--- config.mk ---
export PLATFORM = sky130hd
export DESIGN_NAME = alu_flat
export DESIGN_NICKNAME = d
export VERILOG_FILES = /design/src/rtl/alu_pkg.sv /design/src/rtl/alu_if.sv /design/src/rtl/alu_core.sv /design/src/rtl/alu.sv /design/src/flat_wrapper.sv
export SDC_FILE = /design/constraint.sdc
export NUM_CORES = 1
export LEC_CHECK = 0
export BUFFER_PORTS_ARGS = -buffer_cell sky130_fd_sc_hd__buf_2
export CORE_MARGIN = 2
export CORE_UTILIZATION = 59
export DETAILED_ROUTE_END_ITERATION = 16
export PLACE_DENSITY = 0.91
export SLEW_MARGIN = 0
export SYNTH_ARGS = -nofsm -noshare
export SYNTH_HDL_FRONTEND = slang
export SYNTH_HIERARCHICAL = 1
export SYNTH_SLANG_ARGS = --single-unit
--- constraint.sdc ---
create_clock -name clk -period 2.88 [get_ports clk]
set_input_delay 0 -clock clk [delete_from_list [all_inputs] [get_ports clk]]
set_output_delay 0 -clock clk [all_outputs]
set_load 0.05 [all_outputs]
--- src/rtl/alu_pkg.sv ---
// rtl/alu_pkg.sv - shared opcode encoding and width default for the alu block
package alu_pkg;

   localparam int DATA_W_DEFAULT = 8;

   typedef enum logic [3:0] {
      OP_ADD   = 4'b0000,
      OP_SUB   = 4'b0001,
      OP_AND   = 4'b0010,
      OP_OR    = 4'b0011,
      OP_XOR   = 4'b0100,
      OP_NOT   = 4'b0101,
      OP_INC   = 4'b0110,
      OP_DEC   = 4'b0111,
      OP_PASSB = 4'b1000,
      OP_SHL   = 4'b1001,
      OP_SHR   = 4'b1010
   } opcode_t;

endpackage

--- src/rtl/alu_if.sv ---
// rtl/alu_if.sv - operation/result bundle between the alu and its driver
interface alu_if
   import alu_pkg::*;
#(
   parameter int DATA_W = DATA_W_DEFAULT
);
   logic [3:0]        opcode;
   logic [DATA_W-1:0] A;
   logic [DATA_W-1:0] B;
   logic [DATA_W-1:0] result;
   logic              zero_flag;
   logic              carry_flag;

   modport master (
      output opcode, A, B,
      input  result, zero_flag, carry_flag
   );

   modport slave (
      input  opcode, A, B,
      output result, zero_flag, carry_flag
   );
endinterface

--- src/rtl/alu_core.sv ---
// rtl/alu_core.sv - combinational next-result and next-carry computation
module alu_core
   import alu_pkg::*;
#(
   parameter int DATA_W = DATA_W_DEFAULT
) (
   input  logic [3:0]        opcode,
   input  logic [DATA_W-1:0] a,
   input  logic [DATA_W-1:0] b,
   output logic [DATA_W-1:0] next_result,
   output logic              next_carry
);

   localparam logic [DATA_W:0] ONE = {{DATA_W{1'b0}}, 1'b1};

   logic [DATA_W:0] a_ext;
   logic [DATA_W:0] b_ext;
   logic [DATA_W:0] wide;

   assign a_ext = {1'b0, a};
   assign b_ext = {1'b0, b};

   // One extra bit on arithmetic ops carries the carry out / borrow; reserved opcodes fall to zero.
   always_comb begin
      wide        = '0;
      next_result = '0;
      next_carry  = 1'b0;
      case (opcode)
         OP_ADD: begin
            wide        = a_ext + b_ext;
            next_result = wide[DATA_W-1:0];
            next_carry  = wide[DATA_W];
         end
         OP_SUB: begin
            wide        = a_ext - b_ext;
            next_result = wide[DATA_W-1:0];
            next_carry  = wide[DATA_W];
         end
         OP_AND:   next_result = a & b;
         OP_OR:    next_result = a | b;
         OP_XOR:   next_result = a ^ b;
         OP_NOT:   next_result = ~a;
         OP_INC: begin
            wide        = a_ext + ONE;
            next_result = wide[DATA_W-1:0];
            next_carry  = wide[DATA_W];
         end
         OP_DEC: begin
            wide        = a_ext - ONE;
            next_result = wide[DATA_W-1:0];
            next_carry  = wide[DATA_W];
         end
         OP_PASSB: next_result = b;
         OP_SHL: begin
            next_result = {a[DATA_W-2:0], 1'b0};
            next_carry  = a[DATA_W-1];
         end
         OP_SHR: begin
            next_result = {1'b0, a[DATA_W-1:1]};
            next_carry  = a[0];
         end
         default: begin
            next_result = '0;
            next_carry  = 1'b0;
         end
      endcase
   end

endmodule

--- src/rtl/alu.sv ---
// rtl/alu.sv - single-cycle registered alu with zero and carry flags
module alu
   import alu_pkg::*;
#(
   parameter int DATA_W = DATA_W_DEFAULT
) (
   input  logic clk,
   input  logic rst,
   alu_if.slave bus
);

   logic [DATA_W-1:0] next_result;
   logic              next_carry;

   alu_core #(.DATA_W(DATA_W)) u_core (
      .opcode      (bus.opcode),
      .a           (bus.A),
      .b           (bus.B),
      .next_result (next_result),
      .next_carry  (next_carry)
   );

   // Register the outputs; zero is taken from the truncated result so a carry-out still reads as zero.
   always_ff @(posedge clk) begin
      if (rst) begin
         bus.result     <= '0;
         bus.zero_flag  <= 1'b1;
         bus.carry_flag <= 1'b0;
      end else begin
         bus.result     <= next_result;
         bus.zero_flag  <= (next_result == '0);
         bus.carry_flag <= next_carry;
      end
   end

endmodule

--- src/flat_wrapper.sv ---
// flat-port wrapper written by rule: the top's interface ports become plain ports
module alu_flat import alu_pkg::*;
#(
   parameter int DATA_W = DATA_W_DEFAULT
)
  (clk, rst, bus_opcode, bus_A, bus_B, bus_result, bus_zero_flag, bus_carry_flag);
  alu_if #(.DATA_W(DATA_W)) bus_i ();
  input  logic clk;
  input  logic rst;
  input wire logic [$bits(bus_i.opcode)-1:0] bus_opcode;
  input wire logic [$bits(bus_i.A)-1:0] bus_A;
  input wire logic [$bits(bus_i.B)-1:0] bus_B;
  output wire logic [$bits(bus_i.result)-1:0] bus_result;
  output wire logic [$bits(bus_i.zero_flag)-1:0] bus_zero_flag;
  output wire logic [$bits(bus_i.carry_flag)-1:0] bus_carry_flag;
  assign bus_i.opcode = bus_opcode;
  assign bus_i.A = bus_A;
  assign bus_i.B = bus_B;
  assign bus_result = bus_i.result;
  assign bus_zero_flag = bus_i.zero_flag;
  assign bus_carry_flag = bus_i.carry_flag;
  alu #(.DATA_W(DATA_W)) u_core (.clk(clk), .rst(rst), .bus(bus_i));
endmodule
== Word-level counts from Yosys, hierarchy flattened ==
Cells that the tools add are included.

* Input port bits: 22
* Word-level logic and storage cells: 25
* Register bits: 10
* Output and inout port bits: 10

* Muxes and demuxes: 2
* Equal/unequal tests: 10
* Bitwise logic cells: 4
* Add/sub/neg operators: 4
* Reductions and logical operators: 2

{| class="wikitable"
|+ Operators by type and width
! kind !! count
|-
| 8-bit one-hot mux with 11 select lines || 1
|-
| 4-bit by 3-bit equality test with 1-bit output (second input constant) || 4
|-
| 4-bit equality test (second input constant) || 3
|-
| 8-bit by 1-bit adder with 9-bit output (second input constant) || 1
|-
| 8-bit by 8-bit adder with 9-bit output || 1
|-
| 8-bit by 1-bit subtractor with 9-bit output (second input constant) || 1
|-
| 8-bit by 8-bit subtractor with 9-bit output || 1
|-
| 8-bit AND || 1
|-
| 4-bit by 2-bit equality test with 1-bit output (second input constant) || 2
|-
| 8-bit logical NOT || 1
|-
| 8-bit inverter || 1
|-
| 8-bit bitwise OR || 1
|-
| 8-bit XOR || 1
|-
| 1-bit one-hot mux with 6 select lines || 1
|-
| 4-bit by 1-bit equality test with 1-bit output (second input constant) || 1
|-
| 4-bit logical NOT || 1
|}

== Longest topological paths before layout ==
Gate-level depths: netlist of run 1.

* Word-level depth: 3
* Depth in mapped cells: 11

== Cells and area by module ==
Netlist of run 1, hierarchy kept.

{| class="wikitable"
|+ Modules (own cells, without submodules)
! module !! seq. area each (µm²) !! times used !! area an instance (µm²) !! cells each
|-
| alu_core || 0.0 || 1 || 2020.7 || 299
|-
| alu || 200.2 || 1 || 289.0 || 22
|}

== Worst setup path before layout of run 1 ==
No wires, ideal clock.

* Path kind: input port to flip-flop
* From: input bus_A[4]
* To: register u_core.bus.zero_flag
* Stages on the path: 11
* Data required time: 2.823 ns
* Path slack: 0.824 ns
* Arrival time: 1.999 ns
* Buffers on the path: 2
* Cell sequence: clkbuf_1 > inv_1 > ha_1 > buf_2 > a21oi_1 > o21bai_1 > a21o_1 > a221oi_1 > nand4_1 > nor4_2 > a21o_1

* Word-level cells in the longest chain between the ends: 3
* Elaborated cells on any way between the ends: 10

{| class="wikitable"
|+ Ends and longest elaborated chain
! item !! line !! source
|-
| start, declared || flat_wrapper.sv:11 || <nowiki>input wire logic [$bits(bus_i.A)-1:0] bus_A;</nowiki>
|-
| 8-bit by 1-bit subtractor with 9-bit output (tied with other cells) || alu_core.sv:49 || <nowiki>wide = a_ext - ONE;</nowiki>
|-
| 8-bit one-hot mux with 11 select lines * || alu_core.sv:28 || <nowiki>case (opcode)</nowiki>
|-
| via u_core.next_result[7] || alu.sv:12 || <nowiki>logic [DATA_W-1:0] next_result;</nowiki>
|-
| 8-bit logical NOT * || alu.sv:31 || <nowiki>bus.zero_flag <= (next_result == '0);</nowiki>
|-
| end signal, assigned || alu.sv:31 ||
|-
| end, declared || alu_if.sv:21 || <nowiki>output result, zero_flag, carry_flag</nowiki>
|}

Mark *: on every way through the listed nets, which the timed path passes. The rest lies on a longest branch.
A chain may end at the register's enable or synchronous reset.

== Worst setup path after layout of run 1 ==
Ends and elaborated chain as after synthesis.

==> summary.md, run 1 <==
| Metric | Value |
|---|---|
| Largest net degree at the start of global routing | `37` |
| DR pass1 iterations | `6` |
| DIE HEIGHT | `66.57 um` |
| Post-route minimum period | `2227 ps` |
| Multi-input gate area | `1892 um^2` |
| Fillcell total | `332` |
| Hold-fix buffers, CTS | `0` |
| Synth area leader | `ha_1` |
| Mux cell area share after synthesis | `4.496%` |
| CTS tree | `built` |
| CTS clock-pin slew for the worst setup and hold paths | `40 ps` |
| Top Metal Used | `met4` |
| Antenna-violating nets left | `0` |
| Ys flop type | `dfxtp_1` |
| Crit. End Element | `flip-flop` |
| Share of cells above drive strength 1 | `13.47%` |
| Leak | `1.077 nW` |
| Setup ws final | `653.2 ps` |
| Slew HR | `58.65%` |
| Cells after Synth | `321` |
| Most frequent CP cell | `a21o_1` |
| Vias in the first global route | `2,157` |
| DR WL met2 | `3.055 mm` |
| Setup crit start kind | `primary input` |
| Syn avg cell area | `7.195 um^2` |
| Max Fclk | `449.1 MHz` |
| Total CTS buffers | `3` |
| Reg area | `200.2 um^2` |
| Synth unique cells | `60` |
| Slew Limit Fails | `0` |
| DR WL met3 | `728 um` |
| Overflow after GRT | `0` |
| Hold depth | `2` |
| Yosys top cell area share | `15.17%` |
| Finished Layout Cells | `382` |
| Setup TNS | `0 ps` |
| Ranking of synthesized cells by area | `ha_1 (15%), dfxtp_1 (8.7%), nor2b_1 (4.9%)` |
| Max FO, Critical Path | `15` |
| CTS Sinks | `10` |
| CP Data Required Time | `3050 ps` |
| Initial cell density of the core | `62.15%` |
| Crit-path slowest cell | `ha_1` |
| Ant diodes | `0` |
| CORE AREA | `3716 um^2` |
| Post-route clock period utilization | `77.32%` |
| Iteration-0 DRC count of the detailed router | `322` |
| Worst Path Arrival | `2400 ps` |
| DRC viols | `0` |
| Top Ports | `32` |
| Placed insts | `379` |
| Crit Path Class | `in -> reg` |
| Largest family of logic cells by synthesized area | `simple AND/OR/NAND/NOR gates` |
| Max-cap viol count | `0` |
| Worst-margin pin slew | `620.3 ps` |
| Crit path largest cell delay | `440 ps` |
| CTS root buffer | `clkbuf_8` |
| Synth Area in XOR/XNOR | `3.034%` |
| Hold Slack | `57.48 ps` |
| Post-Syn Area | `2310 um^2` |
| Drt via density | `6.736` |
| Maximum VDD drop | `131.2 uV` |
| Final Hold Viols | `0` |
| Yosys Warn Count | `6` |
| Routed WL per cell | `17.70 um` |
| Drt total wl | `6.763 mm` |
| Post-synthesis compound-gate area fraction | `27.63%` |
| Syn_nets | `373` |
| Async set or reset register ratio after synthesis | `0%` |
| GRT Resource Usage Total | `30.60%` |
| Hold EP | `u_core/bus.result[6]$_SDFF_PP0_` |
| Setup bufs post-CTS | `0` |
| First-pass GRT wire length | `10.45 mm` |
| Final setup viols | `0` |
| Synth Area in Simple Gates | `29.85%` |
| Post-cts resize count | `0` |
| Flops & latches, synth | `10` |
| Crit-path cells | `buf_2, inv_1, ha_1, a21oi_1, o21bai_1, a21o_1, a221oi_1, nand4_1, nor4_2, a21o_1` |
| Post-Place Worst Slack | `507.6 ps` |
| M1 WL | `2.819 mm` |
| Antenna violations before repair | `0` |
| Rows | `22` |
| Seq/Total Area, Yosys | `8.667%` |
| Hpwl dp | `4.939 mm` |
| Area delta synth->final | `6.880%` |
| NumNets Final | `388` |
| PD cells | `281.9 nW/um^2` |
| Total die area | `4432 um^2` |
| Synth Area in Adders | `16.90%` |
| RD Place Congestion | `1.024` |
| H-tree depth | `1` |
| Max Root-Sink Buffers | `2` |
| Die X | `66.57 um` |
| DR vias | `2,573` |
| Tot Pwr | `0.6960 mW` |
| Post-synth EDFFs | `0` |
| Port Buffers | `31` |
| Worst Hold Class | `in -> reg` |
| Worst hold start | `rst` |
| Status | `finished clean` |
| RSZ-0062 raised after global routing | `no` |
synthesized netlist by cell type (all sizes together) (3+ instances only):
master,number
a211oi,5
a21o,4
a21oi,18
a221oi,4
a22oi,4
a31oi,4
a32oi,3
buf,17
clkbuf,6
dfxtp,10
ha,28
inv,27
mux2,3
mux2i,7
nand2,20
nand2b,5
nand3,10
nand3b,5
nor2,20
nor2b,18
nor3,10
nor3b,5
nor4,5
o21ai,18
o21bai,4
o221ai,5
o22ai,6
o31ai,3
or3,5
xnor2,5
xor2,3
registers in the layout (all words and copies together), names as in the netlist:
register	cells
u_core/bus.zero_flag	1
u_core/bus.result	8
u_core/bus.carry_flag	1
cell type report:
cell class | count | area share [%]
well taps | 48 | 2.433
repair buffers | 33 | 6.893
inverters | 28 | 4.257
flip-flops and latches | 10 | 8.109
clock buffers | 3 | 1.673
multi-input cells | 260 | 76.63
layout by cell type (no fill, tap or decap), types with 3 or more instances in the layout:
master / count
buf_2: 31
ha_1: 28
inv_1: 27
nand2_1: 20
nor2_1: 20
nor2b_1: 18
a21oi_1: 18
o21ai_0: 18
dfxtp_1: 10
nand3_1: 10
nor3_1: 10
mux2i_1: 7
o22ai_1: 6
o221ai_1: 5
nor3b_1: 5
a211oi_1: 5
nand2b_1: 5
or3_1: 5
nand3b_1: 5
xnor2_1: 5
a21o_1: 4
o21bai_1: 4
a31oi_1: 4
a22oi_1: 4
a221oi_1: 4
clkbuf_8: 3
nor4_2: 3
xor2_1: 3
a32oi_1: 3
mux2_2: 3
o31ai_1: 3
where the power goes:
group | internal, mW | switching, mW
sequential | 0.151 | 0.00234
clock | 0.0907 | 0.0462
combinational | 0.144 | 0.262
worst max path at each step:
stage / startpoint / to / slack, ps / cells after the start
2_1_floorplan: bus_A[4] / u_core/bus.zero_flag$_SDFF_PP1_ / 820 / 11
3_3_place_gp: bus_A[4] / u_core/bus.zero_flag$_SDFF_PP1_ / 530 / 10
3_5_place_dp: bus_A[4] / u_core/bus.zero_flag$_SDFF_PP1_ / 510 / 10
4_1_cts: bus_A[4] / u_core/bus.zero_flag$_SDFF_PP1_ / 740 / 10
5_1_grt: bus_A[4] / u_core/bus.zero_flag$_SDFF_PP1_ / 520 / 10
6_report: bus_A[4] / u_core/bus.zero_flag$_SDFF_PP1_ / 650 / 10
critical path: cells and delay by family:
family	cells	cell delay, ps
buf+inv	2	350
fa+ha+maj	1	440
simple gates	2	530
compound gates	5	1070
per-layer routing:
metal	global-route usage (%)	up-vias
met3	2.534	18
met5	0	-
met2	49.00	162
met4	10.71	0
li1	-	1205
met1	42.65	1188
through the flow:
stage,util (%),cell area [um^2]
2_1_floorplan,-,2310
3_3_place_gp,65.32,2427
3_5_place_dp,65.32,2427
4_1_cts,66.43,2469
5_1_grt,66.43,2469
6_report,66.43,2469
logic make-up (layout without fill, tap and decap cells):
kind of cell	after synthesis	in the layout
buffers and inverters	51	64
and+or+nand+nor	119	119
AOI/OAI and AO/OA	93	93
muxes	10	10
DFF	10	10
xor gates and xnor gates	8	8
adders and majority gates	30	30
Power figures use the tool's default switching activity.
==> inputs of run 2 (changes only) <==
--- a/config.mk
+++ b/config.mk
@@ -7,9 +7,9 @@
 export LEC_CHECK = 0
 export BUFFER_PORTS_ARGS = -buffer_cell sky130_fd_sc_hd__buf_2
 export CORE_MARGIN = 2
-export CORE_UTILIZATION = 59
+export CORE_UTILIZATION = 54
 export DETAILED_ROUTE_END_ITERATION = 16
-export PLACE_DENSITY = 0.91
+export PLACE_DENSITY = 0.88
 export SLEW_MARGIN = 0
 export SYNTH_ARGS = -nofsm -noshare
 export SYNTH_HDL_FRONTEND = slang
==> constraint.sdc (replaced) <==
create_clock -name clk -period 1.9 [get_ports clk]
set_input_delay 0 -clock clk [delete_from_list [all_inputs] [get_ports clk]]
set_output_delay 0 -clock clk [all_outputs]
set_load 0.05 [all_outputs]
==> summary.md, run 2 (synthesis gave the netlist of run 1 again) <==
| Metric | Value |
|---|---|
| Post-route minimum period | `1975 ps` |
| Max FO, Critical Path | `3` |
| Overflow after GRT | `0` |
| Antenna violations before repair | `0` |
| Iteration-0 DRC count of the detailed router | `394` |
| CP Data Required Time | `2030 ps` |
| First-pass GRT wire length | `12.46 mm` |
| Worst Hold Class | `in -> reg` |
| Worst-margin pin slew | `701.5 ps` |
| Count of buffer and inverter cells on the critical path | `3` |
| PD cells | `396.3 nW/um^2` |
| Share of cells above drive strength 1 | `38.16%` |
| Worst Path Arrival | `2100 ps` |
| Setup ws final | `-75.09 ps` |
| Die X | `69.40 um` |
| Largest net degree at the start of global routing | `22` |
| Total CTS buffers | `3` |
| CORE AREA | `4058 um^2` |
| DIE HEIGHT | `69.40 um` |
| Most common cell after layout, fill and taps aside | `buf_4` |
| Final setup viols | `1` |
| Leak | `1.488 nW` |
| DR pass1 iterations | `6` |
| Top cell family by delay on the critical path | `compound AO/OA/AOI/OAI gates` |
| Slew Limit Fails | `0` |
| CTS clock-pin slew for the worst setup and hold paths | `40 ps` |
| CTS root buffer | `clkbuf_8` |
| CTS tree | `built` |
| Finished Layout Cells | `464` |
| Placed insts | `453` |
| Violated checks | `negative setup slack` |
| H-tree depth | `1` |
| Crit-path slowest cell | `o21ai_0` |
| Most frequent cells in the layout | `buf_4 (78), buf_2 (27), inv_1 (22), nand2_1 (20), nor2_1 (20)` |
| Drt via density | `6.644` |
| NumNets Final | `468` |
| Hold Slack | `60.19 ps` |
| Vias in the first global route | `2,652` |
| Rows | `23` |
| Drt total wl | `8.962 mm` |
| Setup TNS | `-75.09 ps` |
| Max Root-Sink Buffers | `2` |
| CTS Sinks | `10` |
| DR vias | `3,083` |
| DRC viols | `0` |
| Final Hold Viols | `0` |
| Area delta synth->final | `43.55%` |
| Routed WL per cell | `19.31 um` |
| Register bank with the most flops | `u_core/bus.result` |
| Post-route clock period utilization | `104.0%` |
| Slew HR | `52.57%` |
| Crit. End Element | `flip-flop` |
| Initial cell density of the core | `56.92%` |
| Ant diodes | `0` |
| RD Place Congestion | `1.071` |
| Crit-path cells | `buf_4, ha_4, inv_1, fa_2, buf_4, nor3_1, a21o_1, a222oi_1, o21ai_0, nor4_2, a21o_1` |
| Top Ports | `32` |
| Largest registers | `u_core/bus.result x8, u_core/bus.carry_flag x1, u_core/bus.zero_flag x1` |
| Hold EP | `u_core/bus.result[1]$_SDFF_PP0_` |
| Max-cap viol count | `0` |
| Status | `complete, but fails checks` |
| Crit path largest cell delay | `450 ps` |
| Worst hold start | `rst` |
| Crit path from | `bus_B[0]` |
| Hold depth | `2` |
| Antenna-violating nets left | `0` |
| Total die area | `4816 um^2` |
| Fillcell total | `266` |
| RSZ-0062 raised after global routing | `yes` |
| Max Fclk | `506.3 MHz` |
| Max reg flops | `8` |
| Setup crit start kind | `primary input` |
| Port Buffers | `31` |
| GRT Resource Usage Total | `31.48%` |
| Maximum VDD drop | `322.0 uV` |
| Crit Path Class | `in -> reg` |
| Hpwl dp | `6.284 mm` |
==> run 2: changes by cell type in the layout (fill, tap and decap cells not counted), moves of 4 or more <==
cell,delta
ha_1,-10
ha_4,+5
buf_6,+5
buf_2,-4
buf_4,+76
inv_1,-5
ha_2,+5
==> run 2: repair_timing <==
item	CTS	global route
pin swaps	3	21
endpoints found under the hold margin	0	0
hold buffers	0	0
gates resized for setup	6	46
gates cloned	0	0
setup endpoints to repair	1	1
setup buffers	0	8
==> run 2: cell type report <==
type | count | area, um^2 | area share (%)
Timing Repair Buffer | 113 | 832.0 | 25.09
Inverter | 28 | 117.6 | 3.547
Multi-Input combinational cell | 260 | 2062 | 62.19
Tap cell | 50 | 62.56 | 1.887
Sequential cell | 10 | 200.2 | 6.038
Clock buffer | 3 | 41.29 | 1.245
==> run 2: layer usage <==
layer / part of all wire [%] / global-route usage, % / vias to the layer above
met1: 37 / 39.04 / 1397
met5: 0 / 0 / -
met4: 6.1 / 8.932 / 0
li1: - / - / 1370
met3: 10 / 2.616 / 60
met2: 47 / 57.59 / 256
==> run 2: report_power, final <==
group | internal [mW] | switching [mW] | total (mW)
clock | 0.138 | 0.0732 | 0.211
combinational | 0.378 | 0.493 | 0.871
sequential | 0.229 | 0.00367 | 0.232
==> run 2: how the worst max path moves through the flow <==
stage	slack [ps]	end	depth (start not counted)
floorplan	4	u_core/bus.zero_flag$_SDFF_PP1_	11
global placement	-180	u_core/bus.zero_flag$_SDFF_PP1_	10
detailed placement	-340	u_core/bus.zero_flag$_SDFF_PP1_	10
CTS	5	u_core/bus.zero_flag$_SDFF_PP1_	12
global route	-170	u_core/bus.zero_flag$_SDFF_PP1_	11
finish	-80	u_core/bus.zero_flag$_SDFF_PP1_	11
==> run 2: stage by stage <==
| stage | power, mW | utilization (%) | instance area (um^2) | setup slack, ps |
|---|---|---|---|---|
| 5_1_grt | 1.375 | 81.71 | 3316 | -172.9 |
| 6_report | 1.314 | 81.71 | 3316 | -75.09 |
| 4_1_cts | 1.199 | 75.76 | 3074 | 5.450 |
| 2_1_floorplan | 0.6898 | - | 2323 | 3.699 |
| 3_3_place_gp | 0.9559 | 74.01 | 3003 | -183.1 |
| 3_5_place_dp | 0.9763 | 74.01 | 3003 | -341.8 |
